<file path="config.mk">
export PLATFORM = sky130hd
export DESIGN_NAME = weight_addr_sequencer
export DESIGN_NICKNAME = d
export VERILOG_FILES = /design/src/rtl/weight_addr_sequencer.sv
export SDC_FILE = /design/constraint.sdc
export NUM_CORES = 1
export LEC_CHECK = 0
export ABC_CLOCK_PERIOD_IN_PS = 3600
export BUFFER_PORTS_ARGS = -buffer_cell sky130_fd_sc_hd__buf_2
export CAP_MARGIN = 20
export CORE_ASPECT_RATIO = 1.4
export CORE_UTILIZATION = 53
export DETAILED_ROUTE_END_ITERATION = 10
export GPL_TIMING_DRIVEN = 0
export PLACE_DENSITY = 0.94
export SYNTH_ARGS = -nofsm -noshare
export SYNTH_HDL_FRONTEND = slang
export SYNTH_SLANG_ARGS = --single-unit
</file>
<file path="constraint.sdc">
create_clock -name i_clock -period 3.6 [get_ports i_clock]
set_input_delay 0.54 -clock i_clock [delete_from_list [all_inputs] [get_ports i_clock]]
set_output_delay 0.54 -clock i_clock [all_outputs]
set_load 0.01 [all_outputs]
</file>
<file path="src/rtl/weight_addr_sequencer.sv">
// weight_addr_sequencer: walks ker/row/col over a weight volume, emitting LANES packed addresses per beat.
// Optional perf counters enabled by defining WEIGHT_ADDR_SEQ_PERF_EN.
module weight_addr_sequencer #(
  parameter int ADDR_W = 5,
  parameter int LANES  = 4
) (
  input  logic                      i_clock,
  input  logic                      i_reset,
  input  logic                      i_start,
  input  logic                      i_abort,
  input  logic [ADDR_W-1:0]         i_cfg_row_last,
  input  logic [ADDR_W-1:0]         i_cfg_col_last,
  input  logic [ADDR_W-1:0]         i_cfg_ker_last,
  input  logic                      i_out_ready,
  output logic                      o_out_valid,
  output logic                      o_load_en,
  output logic [LANES-1:0]          o_lane_mask,
  output logic [LANES*ADDR_W-1:0]   o_row_out,
  output logic [LANES*ADDR_W-1:0]   o_col_out,
  output logic [LANES*ADDR_W-1:0]   o_ker_out,
  output logic                      o_busy,
  output logic                      o_done
`ifdef WEIGHT_ADDR_SEQ_PERF_EN
  ,
  output logic [15:0]               o_perf_beats,
  output logic [15:0]               o_perf_stalls
`endif
);
  typedef enum logic [1:0] {S_IDLE, S_RUN, S_DONE} state_t;
  state_t r_state, w_next;
  logic [ADDR_W-1:0] r_row, r_col, r_ker, r_row_last, r_col_last, r_ker_last;
  logic [ADDR_W:0] w_col_next;
  logic w_start, w_fire, w_row_wrap, w_row_end, w_ker_end, w_last;
  assign w_start     = (r_state == S_IDLE) & i_start;
  assign o_out_valid = r_state == S_RUN;
  assign o_busy      = r_state == S_RUN;
  assign o_done      = r_state == S_DONE;
  assign o_load_en   = o_out_valid & i_out_ready;
  assign w_fire      = o_load_en;
  // one extra bit so col_base+LANES past the top address is seen as a row wrap
  assign w_col_next  = {1'b0, r_col} + (ADDR_W+1)'(LANES);
  assign w_row_wrap  = w_col_next > {1'b0, r_col_last};
  assign w_row_end   = r_row == r_row_last;
  assign w_ker_end   = r_ker == r_ker_last;
  assign w_last      = w_row_wrap & w_row_end & w_ker_end;
  always_ff @(posedge i_clock or posedge i_reset)
    if (i_reset) r_state <= S_IDLE;
    else         r_state <= w_next;
  always_comb begin
    w_next = S_IDLE;
    w_next = r_state == S_IDLE ? (i_start ? S_RUN : S_IDLE) :
             r_state == S_RUN  ? (i_abort ? S_IDLE : (w_fire & w_last) ? S_DONE : S_RUN) :
             S_IDLE;
  end
  always_ff @(posedge i_clock or posedge i_reset)
    if (i_reset) begin
      r_row <= '0;
      r_col <= '0;
      r_ker <= '0;
      r_row_last <= '0;
      r_col_last <= '0;
      r_ker_last <= '0;
    end else if (w_start) begin
      r_row <= '0;
      r_col <= '0;
      r_ker <= '0;
      r_row_last <= i_cfg_row_last;
      r_col_last <= i_cfg_col_last;
      r_ker_last <= i_cfg_ker_last;
    end else if (w_fire) begin
      r_col <= w_row_wrap ? '0 : w_col_next[ADDR_W-1:0];
      r_row <= w_row_wrap ? (w_row_end ? '0 : r_row + 1'b1) : r_row;
      r_ker <= (w_row_wrap & w_row_end) ? r_ker + 1'b1 : r_ker;
    end
  for (genvar i = 0; i < LANES; i++) begin : g_lane
    logic [ADDR_W:0] w_lane_col;
    assign w_lane_col = {1'b0, r_col} + (ADDR_W+1)'(i);
    assign o_lane_mask[i] = o_out_valid & (w_lane_col <= {1'b0, r_col_last});
    assign o_row_out[i*ADDR_W +: ADDR_W] = o_lane_mask[i] ? r_row : '0;
    assign o_col_out[i*ADDR_W +: ADDR_W] = o_lane_mask[i] ? w_lane_col[ADDR_W-1:0] : '0;
    assign o_ker_out[i*ADDR_W +: ADDR_W] = o_lane_mask[i] ? r_ker : '0;
  end
`ifdef WEIGHT_ADDR_SEQ_PERF_EN
  always_ff @(posedge i_clock or posedge i_reset)
    if (i_reset) begin
      o_perf_beats  <= '0;
      o_perf_stalls <= '0;
    end else if (w_start) begin
      o_perf_beats  <= '0;
      o_perf_stalls <= '0;
    end else begin
      if (w_fire && o_perf_beats != 16'hFFFF) o_perf_beats <= o_perf_beats + 1'b1;
      if (o_out_valid && !i_out_ready && o_perf_stalls != 16'hFFFF) o_perf_stalls <= o_perf_stalls + 1'b1;
    end
`endif
endmodule

</file>
Yosys cells after proc, flatten, opt, wreduce, memory -nomap -nowiden
Cells that the tools add are included.
{ "classes": {"n_eq_ne": 4, "mux": 27, "reduce_logical": 6, "div": 0, "n_bitwise": 9, "magnitude_cmp": 5, "shift": 0, "mul": 0, "add_sub_neg": 6} }
{ "op_table": {"columns": ["operator", "n"], "rows": [
  ["$mux W5", 22],
  ["$le A6 B5 Y1", 3],
  ["$add A5 B2 Y6 const B", 2],
  ["$add A5 B1 Y5 const B", 2],
  ["$eq A5 B5 Y1", 2],
  ["$and A1 B1 Y1", 9],
  ["$mux W2", 4],
  ["$add A5 B1 Y6 const B", 1],
  ["$add A5 B3 Y6 const B", 1],
  ["$gt A6 B5 Y1", 1],
  ["$reduce_bool A2 Y1", 3],
  ["$le A5 B5 Y1", 1],
  ["$reduce_and A2 Y1", 2],
  ["$eq A2 B1 Y1 const B", 1],
  ["$eq A2 B2 Y1 const B", 1],
  ["$logic_not A2 Y1", 1],
  ["$mux W1", 1]
]} }
{ "word_totals": {"ramBits": 0, "input_bits": 20, "output_inout_bits": 68, "reg_bits": 32, "elab_cells": 64, "mem_count": 0, "latchBits": 0, "romBits": 0} }

Logic depth before layout (Yosys ltp)
Gate-level depths: netlist of the first run.
{ "logic_depth": {"depth_word": 9, "ltp_mapped": 8} }

Worst setup path before layout of the first run
OpenSTA, ideal clock, no wires.
{ "synth_path": {"kind": "reg-to-output", "startpoint": "reg r_col[3]", "endpoint": "out o_row_out[15]", "path_stages_with_launch": 9, "setup_slack_ns": 1.131, "arrival_ns": 1.929, "path_buffers": 2, "required_ns": 3.060, "path_cell_list": "dfrtp_1 -> clkbuf_1 -> ha_1 -> and3_1 -> a211oi_1 -> a31oi_1 -> nor2_1 -> clkbuf_1 -> and2_2"} }
{ "synth_via": {"elab_chain_cells": 4} }
{ "synth_rtl": {"columns": ["element", "line", "rtl"], "rows": [
  ["from (decl)", "31", "logic [ADDR_W-1:0] r_row, r_col, r_ker, r_row_last, r_col_last, r_ker_last;"],
  ["from (signal assigned)", "71", "r_col <= w_row_wrap ? '0 : w_col_next[ADDR_W-1:0];"],
  ["$add A5 B2 Y6", "77", "assign w_lane_col = {1'b0, r_col} + (ADDR_W+1)'(i);"],
  ["$le A6 B5 Y1", "78", "assign o_lane_mask[i] = o_out_valid & (w_lane_col <= {1'b0, r_col_last});"],
  ["$and A1 B1 Y1", "78", null],
  ["$mux W5", "79", "assign o_row_out[i*ADDR_W +: ADDR_W] = o_lane_mask[i] ? r_row : '0;"],
  ["to (decl)", "18", "output logic [LANES*ADDR_W-1:0] o_row_out,"]
]} }
Every way passes these cells.

Worst setup path after layout of the first run
Ends and elaborated chain as after synthesis.

==> results by group, run 1 <==
Power
  – VDD IR max: 0.5083 mV
  – Flop pwr share: 0.256
  – PwrDens: 693.0 nW/um2
  – Clk pwr share: 0.173
  – Total leakage power: 1.633 nW
  – Sw power: 0.9120 mW
  – Switching Share: 0.4601
  – Total Power: 1.982 mW
  – P_int: 1.070 mW
  – Logic pwr share: 0.571

Job
  – MaxCap Viol Count: 0

GRT
  – GRT met2 Usage: 0.4612
  – First-pass GRT wire length: 9149 um
  – Met3 Track Usage GR: 0.04397
  – Vias in the first global route: 2022
  – Met1 usage: 0.2931
  – GRT busiest layer: met2
  – Global route total overflow: 0
  – Initial antenna violation count: 0
  – Tot GR Track Use: 0.2601
  – Largest net degree at the start of global routing: 31

Worst setup path
  – WS Path Type: flop to primary output
  – Most frequent CP cell: clkbuf_1
  – Crit-path slowest cell: dfrtp_1
  – Worst Setup Start Kind: flop
  – Element type at the critical path end: primary output
  – Critical Path Max Stage Delay: 0.51 ns
  – Worst path cell trace: clkbuf_1 > ha_1 > and3_1 > a211oi_1 > a31oi_1 > nor2_1 > clkbuf_1 > and2_2 > buf_2
  – Required time of the critical path: 3.06 ns
  – Worst-path fanout max: 11
  – WP data arrival: 2.61 ns

Synthesis
  – Post-Syn Area: 2240 um2
  – Synth area leaders: dfrtp_1 (34%), and2_1 (10%), nand2_1 (8.5%)
  – Synthesized flop and latch total: 30
  – Yosys warning count: 0
  – Post-synthesis cell count: 276
  – Mean Syn Cell Area: 8.115 um2
  – Biggest area consumer among synthesized cells: dfrtp_1
  – Synth cell types: 43
  – Synth top area share: 0.3352
  – Sequential-to-total area share from yosys stat: 0.3352

Place
  – Placed insts: 405
  – I/O Buffers: 83
  – Post-DP HPWL: 4202 um
  – Placer Congestion: 0.9021

Clocking
  – Worst-Skew Late Latency: 0.28 ns
  – Post-CTS Resized: 0
  – Post-CTS setup buffer count: 0
  – CTS max path bufs: 2
  – Clock Tree Root: clkbuf_8
  – TritonCTS clock tree: done
  – H-tree depth: 2
  – CTS Buf Count: 5
  – Clk slew on worst S/H paths: 0.07 ns
  – Total clock sinks: 30
  – CTS Hold Bufs: 0

Floorplanning
  – Core Rows: 27
  – Core area: 3986 um2
  – IO Count: 88
  – Starting Density: 0.5618
  – Vert. Die Dim: 78.92 um
  – Die area: 4493 um2
  – Die Wd: 56.94 um

Timing
  – Fmax: 0.3170 GHz
  – Hold Vio Cnt, Final: 0
  – Rel. slew slack: 0.6477
  – Post-route clock period utilization: 0.8763
  – Unrepaired setup endpoints after global routing: false
  – Sum Neg Setup Slack: 0 ns
  – Setup Viol. Count Final: 0
  – Pins Over Slew Limit: 0
  – Final min period: 3.155 ns
  – Clk_skew: 0.007220 ns
  – Worst-Margin Slew: 0.5260 ns

Layout
  – Final cell count without fillers: 413
  – Layout area overhead: 27.71%
  – Layout cells sized above 1: 0.3081
  – Register area: 750.7 um2
  – Ant. Diodes: 0
  – Area of the multi-input gates: 1351 um2
  – # fillers: 299
  – Finished Core Util: 0.7175
  – Post-layout nets: 404
  – Most frequent cells in the layout: buf_2 (85), nand2_1 (51), and2_1 (37), dfrtp_1 (30), ha_1 (14)
  – Most common cell after layout, fill and taps aside: buf_2

Min path
  – Min-Delay Path Class: input port to async pin

Run status
  – Status: complete, but fails checks
  – Failing checks: DRC

Detailed routing
  – Drt pass-1 iters: 8
  – Iteration-0 DRC Markers: 153
  – Via density: 5.465
  – Routed Antenna Nets: 0
  – Routed len/inst: 13.62 um
  – DR DRC count: 24
  – Via count: 2257
  – WL final: 5627 um
-- power groups by stage --
stage / logic [mW] / clock network (mW) / registers, mW
after floorplan: 0.784 / 0 / 0.482
after global routing: 1.25 / 0.364 / 0.519
after detailed placement: 1.09 / 0 / 0.509
after CTS: 1.12 / 0.349 / 0.504
after global placement: 1.05 / 0 / 0.505
final: 1.13 / 0.343 / 0.507
-- flip-flops by register name, indices dropped and copies added (netlist names) --
signal	cells
r_state	2
r_col	3
r_ker_last	5
r_row	5
r_row_last	5
r_ker	5
r_col_last	5
-- Yosys cell counts, drive strengths merged --
library cell,n
mux2i,5
o311a,1
and2,42
nand2,53
a21o,4
a21oi,10
nor3,13
or3,1
o21ai,3
a41oi,1
clkbuf,11
a211oi,5
xnor2,2
nand2b,4
nand3,12
nor2b,1
buf,9
conb,1
o31ai,4
a31oi,5
nand4,2
dfrtp,30
inv,11
o22ai,2
nor4,4
or4,1
nor3b,1
and3,3
ha,14
xor2,9
nor2,11
a41o,1
-- worst max-delay path, delay by kind of cell (launching register included) --
kind | cells | cell delay (ns)
fa+ha+maj | 1 | 0.28
flops | 1 | 0.51
simple gates | 3 | 0.56
buf+inv | 3 | 0.60
compound gates | 2 | 0.38
-- layout make-up --
| type | count | area share |
|---|---|---|
| multi-input cells | 218 | 0.4724 |
| flip-flops and latches | 30 | 0.2625 |
| repair buffers | 84 | 0.1549 |
| plain buffers | 20 | 0.03762 |
| clock buffers | 6 | 0.02887 |
| well taps | 43 | 0.01881 |
| inverters | 11 | 0.01444 |
| clock inverters | 1 | 0.01050 |
-- stage by stage --
stage / hold slack [ns] / setup WS, ns / cell area, um2
2_1_floorplan: 0.4652 / 1.131 / 2251
3_3_place_gp: 0.4805 / 0.8542 / 2720
3_5_place_dp: 0.4848 / 0.7687 / 2720
4_1_cts: 0.4274 / 0.4562 / 2833
5_1_grt: 0.2414 / 0.2513 / 2860
6_report: 0.2322 / 0.4452 / 2860
-- routing by layer --
layer,part of all wire,vias to the layer above
met3,0.060,11
met2,0.50,100
li1,-,1115
met1,0.41,1031
met4,0.029,0
met5,0,-
-- cell families after synthesis --
group / Yosys count / share of synthesized area
simple gates: 148 / 0.3475
compound gates: 36 / 0.1056
buf+inv: 31 / 0.06648
flops: 30 / 0.3352
fa+ha+maj: 14 / 0.07821
xor+xnor: 11 / 0.04302
mux: 5 / 0.02235
other cells: 1 / 0.001674
-- final timing paths --
check	from	endpoint	slack [ns]	cells after the start
hold reg to reg	r_ker_last[3]	r_ker_last[3]	0.50	2
hold / removal	i_reset	r_row[3]	0.23	2
min in group i_clock	i_abort	r_state[1]	0.44	2
max in group asynchronous	i_reset	r_col_last[3]	2.92	3
setup / recovery	r_col[3]	o_row_out[15]	0.45	9
setup reg to reg	r_col[3]	r_state[0]	1.02	8
Power figures use the tool's default switching activity.
==> inputs of run 2 (changes only) <==
Settings changed: PLACE_DENSITY 0.94 to default, PLACE_DENSITY_LB_ADDON from default to 0.15.
==> run 2 against run 1 <==
The run still ends with DRC left. Total power is 1.7% lower. Critical endpoint unchanged. Largest power group unchanged. Clock-buffer cell count stayed put. Sequential power hardly changed. Register-to-register slack better by 0.13 ns. Die area stayed put. Hold slack better by 0.088 ns.
==> results by group, run 2 (synthesis gave the netlist of run 1 again) <==
Timing
  – Final min period: 3.149 ns (-0.005871 ns)
  – Fin Hold WS: 0.3204 ns (+0.08824 ns)
  – Sum Neg Setup Slack: 0 ns (unchanged)
  – Fmax: 0.3176 GHz (+0.19%)
  – Rel. slew slack: 0.6041 (-0.04359)
  – Worst-Margin Slew: 0.5932 ns (+0.06719 ns)
  – Clk_skew: 0.005482 ns (-0.001738 ns)
  – Post-route clock period utilization: 0.8747 (-0.001631)
  – Hold Vio Cnt, Final: 0 (unchanged)
  – Setup Viol. Count Final: 0 (unchanged)
  – Unrepaired setup endpoints after global routing: false
  – Pins Over Slew Limit: 0 (unchanged)

Detailed routing
  – Routed Antenna Nets: 0 (unchanged)
  – Via count: 2220 (-1.6%)
  – Iteration-0 DRC Markers: 107 (-30%)
  – Via density: 5.375 (-1.6%)
  – Drt pass-1 iters: 8 (unchanged)
  – WL final: 5355 um (-4.8%)
  – Routed len/inst: 12.97 um (-4.8%)
  – DR DRC count: 28 (+17%)

Run status
  – Status: complete, but fails checks
  – Failing checks: DRC

GRT
  – Initial antenna violation count: 0 (unchanged)
  – Global route total overflow: 0 (unchanged)
  – First-pass GRT wire length: 9059 um (-0.98%)
  – Tot GR Track Use: 0.2589 (-0.001200)
  – Vias in the first global route: 2024 (+0.099%)
  – Largest net degree at the start of global routing: 31 (unchanged)

Worst setup path
  – WP data arrival: 2.61 ns (about the same)
  – Reg2Reg Setup Slack: 1.15 ns (+0.13 ns)
  – Worst path cell trace: clkbuf_1 > ha_1 > and3_1 > a211oi_1 > a31oi_1 > nor2_1 > clkbuf_1 > and2_2 > buf_2
  – Worst R2R Path Depth: 8 (unchanged)
  – Critical Path Max Stage Delay: 0.52 ns (about the same)
  – Worst-path fanout max: 11 (unchanged)
  – Element type at the critical path end: primary output
  – Crit-path slowest cell: dfrtp_1
  – Critical path depth: 9 (unchanged)
  – Crit path max-delay family: buffers and inverters
  – Worst Setup Start Kind: flop
  – Worst r2r src: r_col[3]
  – Most frequent CP cell: clkbuf_1
  – CP bufs+invs: 3 (unchanged)
  – RR Endpoint: r_state[0]
  – WS Path Type: flop to primary output
  – Required time of the critical path: 3.06 ns (about the same)

Power
  – VDD IR max: 0.3897 mV (-23%)
  – PwrDens: 681.4 nW/um2 (-1.7%)
  – Total leakage power: 1.633 nW (unchanged)
  – Total Power: 1.949 mW (-1.7%)

Layout
  – Layout cells sized above 1: 0.3081 (unchanged)
  – Post-layout nets: 404 (unchanged)
  – Ant. Diodes: 0 (unchanged)
  – Final instance area: 2860 um2 (unchanged)
  – Most frequent cells in the layout: buf_2 (85), nand2_1 (51), and2_1 (37), dfrtp_1 (30), ha_1 (14)
  – Layout area overhead: 27.71% (unchanged)
  – Most common cell after layout, fill and taps aside: buf_2
  – Finished Core Util: 0.7175 (unchanged)

Clocking
  – Post-CTS Resized: 0 (unchanged)
  – H-tree depth: 2 (unchanged)
  – CTS Buf Count: 5 (unchanged)
  – Total clock sinks: 30 (unchanged)
  – Clk slew on worst S/H paths: 0.06 ns (about the same)
  – Post-CTS setup buffer count: 0 (unchanged)
  – TritonCTS clock tree: done
  – Worst-Skew Late Latency: 0.27 ns (about the same)
  – Clock Tree Root: clkbuf_8
  – CTS Hold Bufs: 0 (unchanged)
  – CTS max path bufs: 2 (unchanged)

Floorplanning
  – Die area: 4493 um2 (unchanged)
  – Starting Density: 0.5618 (unchanged)
  – Core area: 3986 um2 (unchanged)
  – Vert. Die Dim: 78.92 um (unchanged)
  – Core Rows: 27 (unchanged)
  – IO Count: 88 (unchanged)
  – Die Wd: 56.94 um (unchanged)

Place
  – Post-DP Area: 2720 um2 (unchanged)
  – Placer Congestion: 0.8780 (-2.7%)
  – Post-DP HPWL: 4166 um (-0.85%)
  – I/O Buffers: 83 (unchanged)

Job
  – MaxCap Viol Count: 0 (unchanged)

Min path
  – Min-Delay Path Class: input port to async pin
run 2: cell counts in the layout (fill, tap and decap cells not counted):
Identical to the previous run, type by type.
run 2: layer usage:
layer / vias up / GRT usage / wire, um
met5: - / 0 / 0
met4: 0 / 0.09756 / 88
met3: 8 / 0.04723 / 387
met2: 111 / 0.4729 / 2708
met1: 997 / 0.2947 / 2169
li1: 1104 / - / -
run 2: through the flow:
stage	cells	setup slack, ns
final	413	0.4511
after global routing	413	0.2705
after CTS	412	0.4687
after detailed placement	405	0.7711
after global placement	405	0.8441
after floorplan	279	1.131
run 2: final cells by class:
class	count	area (um2)
buffer	20	107.6
clock buffer	6	82.58
clock inverter	1	30.03
fill	326	1126
inverter	11	41.29
multi-input combinational	218	1351
sequential	30	750.7
tap	43	53.80
timing repair buffer	84	442.9
run 2: how the worst max path moves through the flow:
stage | start | to | slack (ns)
finish | r_col[3] | o_row_out[15] | 0.45
global route | r_col[3] | o_row_out[18] | 0.27
CTS | r_col[3] | o_row_out[15] | 0.47
detailed placement | r_col[3] | o_row_out[15] | 0.77
global placement | r_col[3] | o_row_out[15] | 0.84
floorplan | r_col[3] | o_row_out[15] | 1.13
run 2: power by group:
| part | internal, mW | switching, mW |
|---|---|---|
| logic | 0.437 | 0.664 |
| registers | 0.409 | 0.100 |
| clock network | 0.221 | 0.116 |
run 2: worst reg2reg max path, delay by kind of cell, from the launching register on:
kind	cells	cell delay, ns
AO/OA/AOI/OAI	3	0.81
AND/OR/NAND/NOR	2	0.27
XOR/XNOR	1	0.16
flip-flops	1	0.56
adder cells (fa/ha/maj)	2	0.56
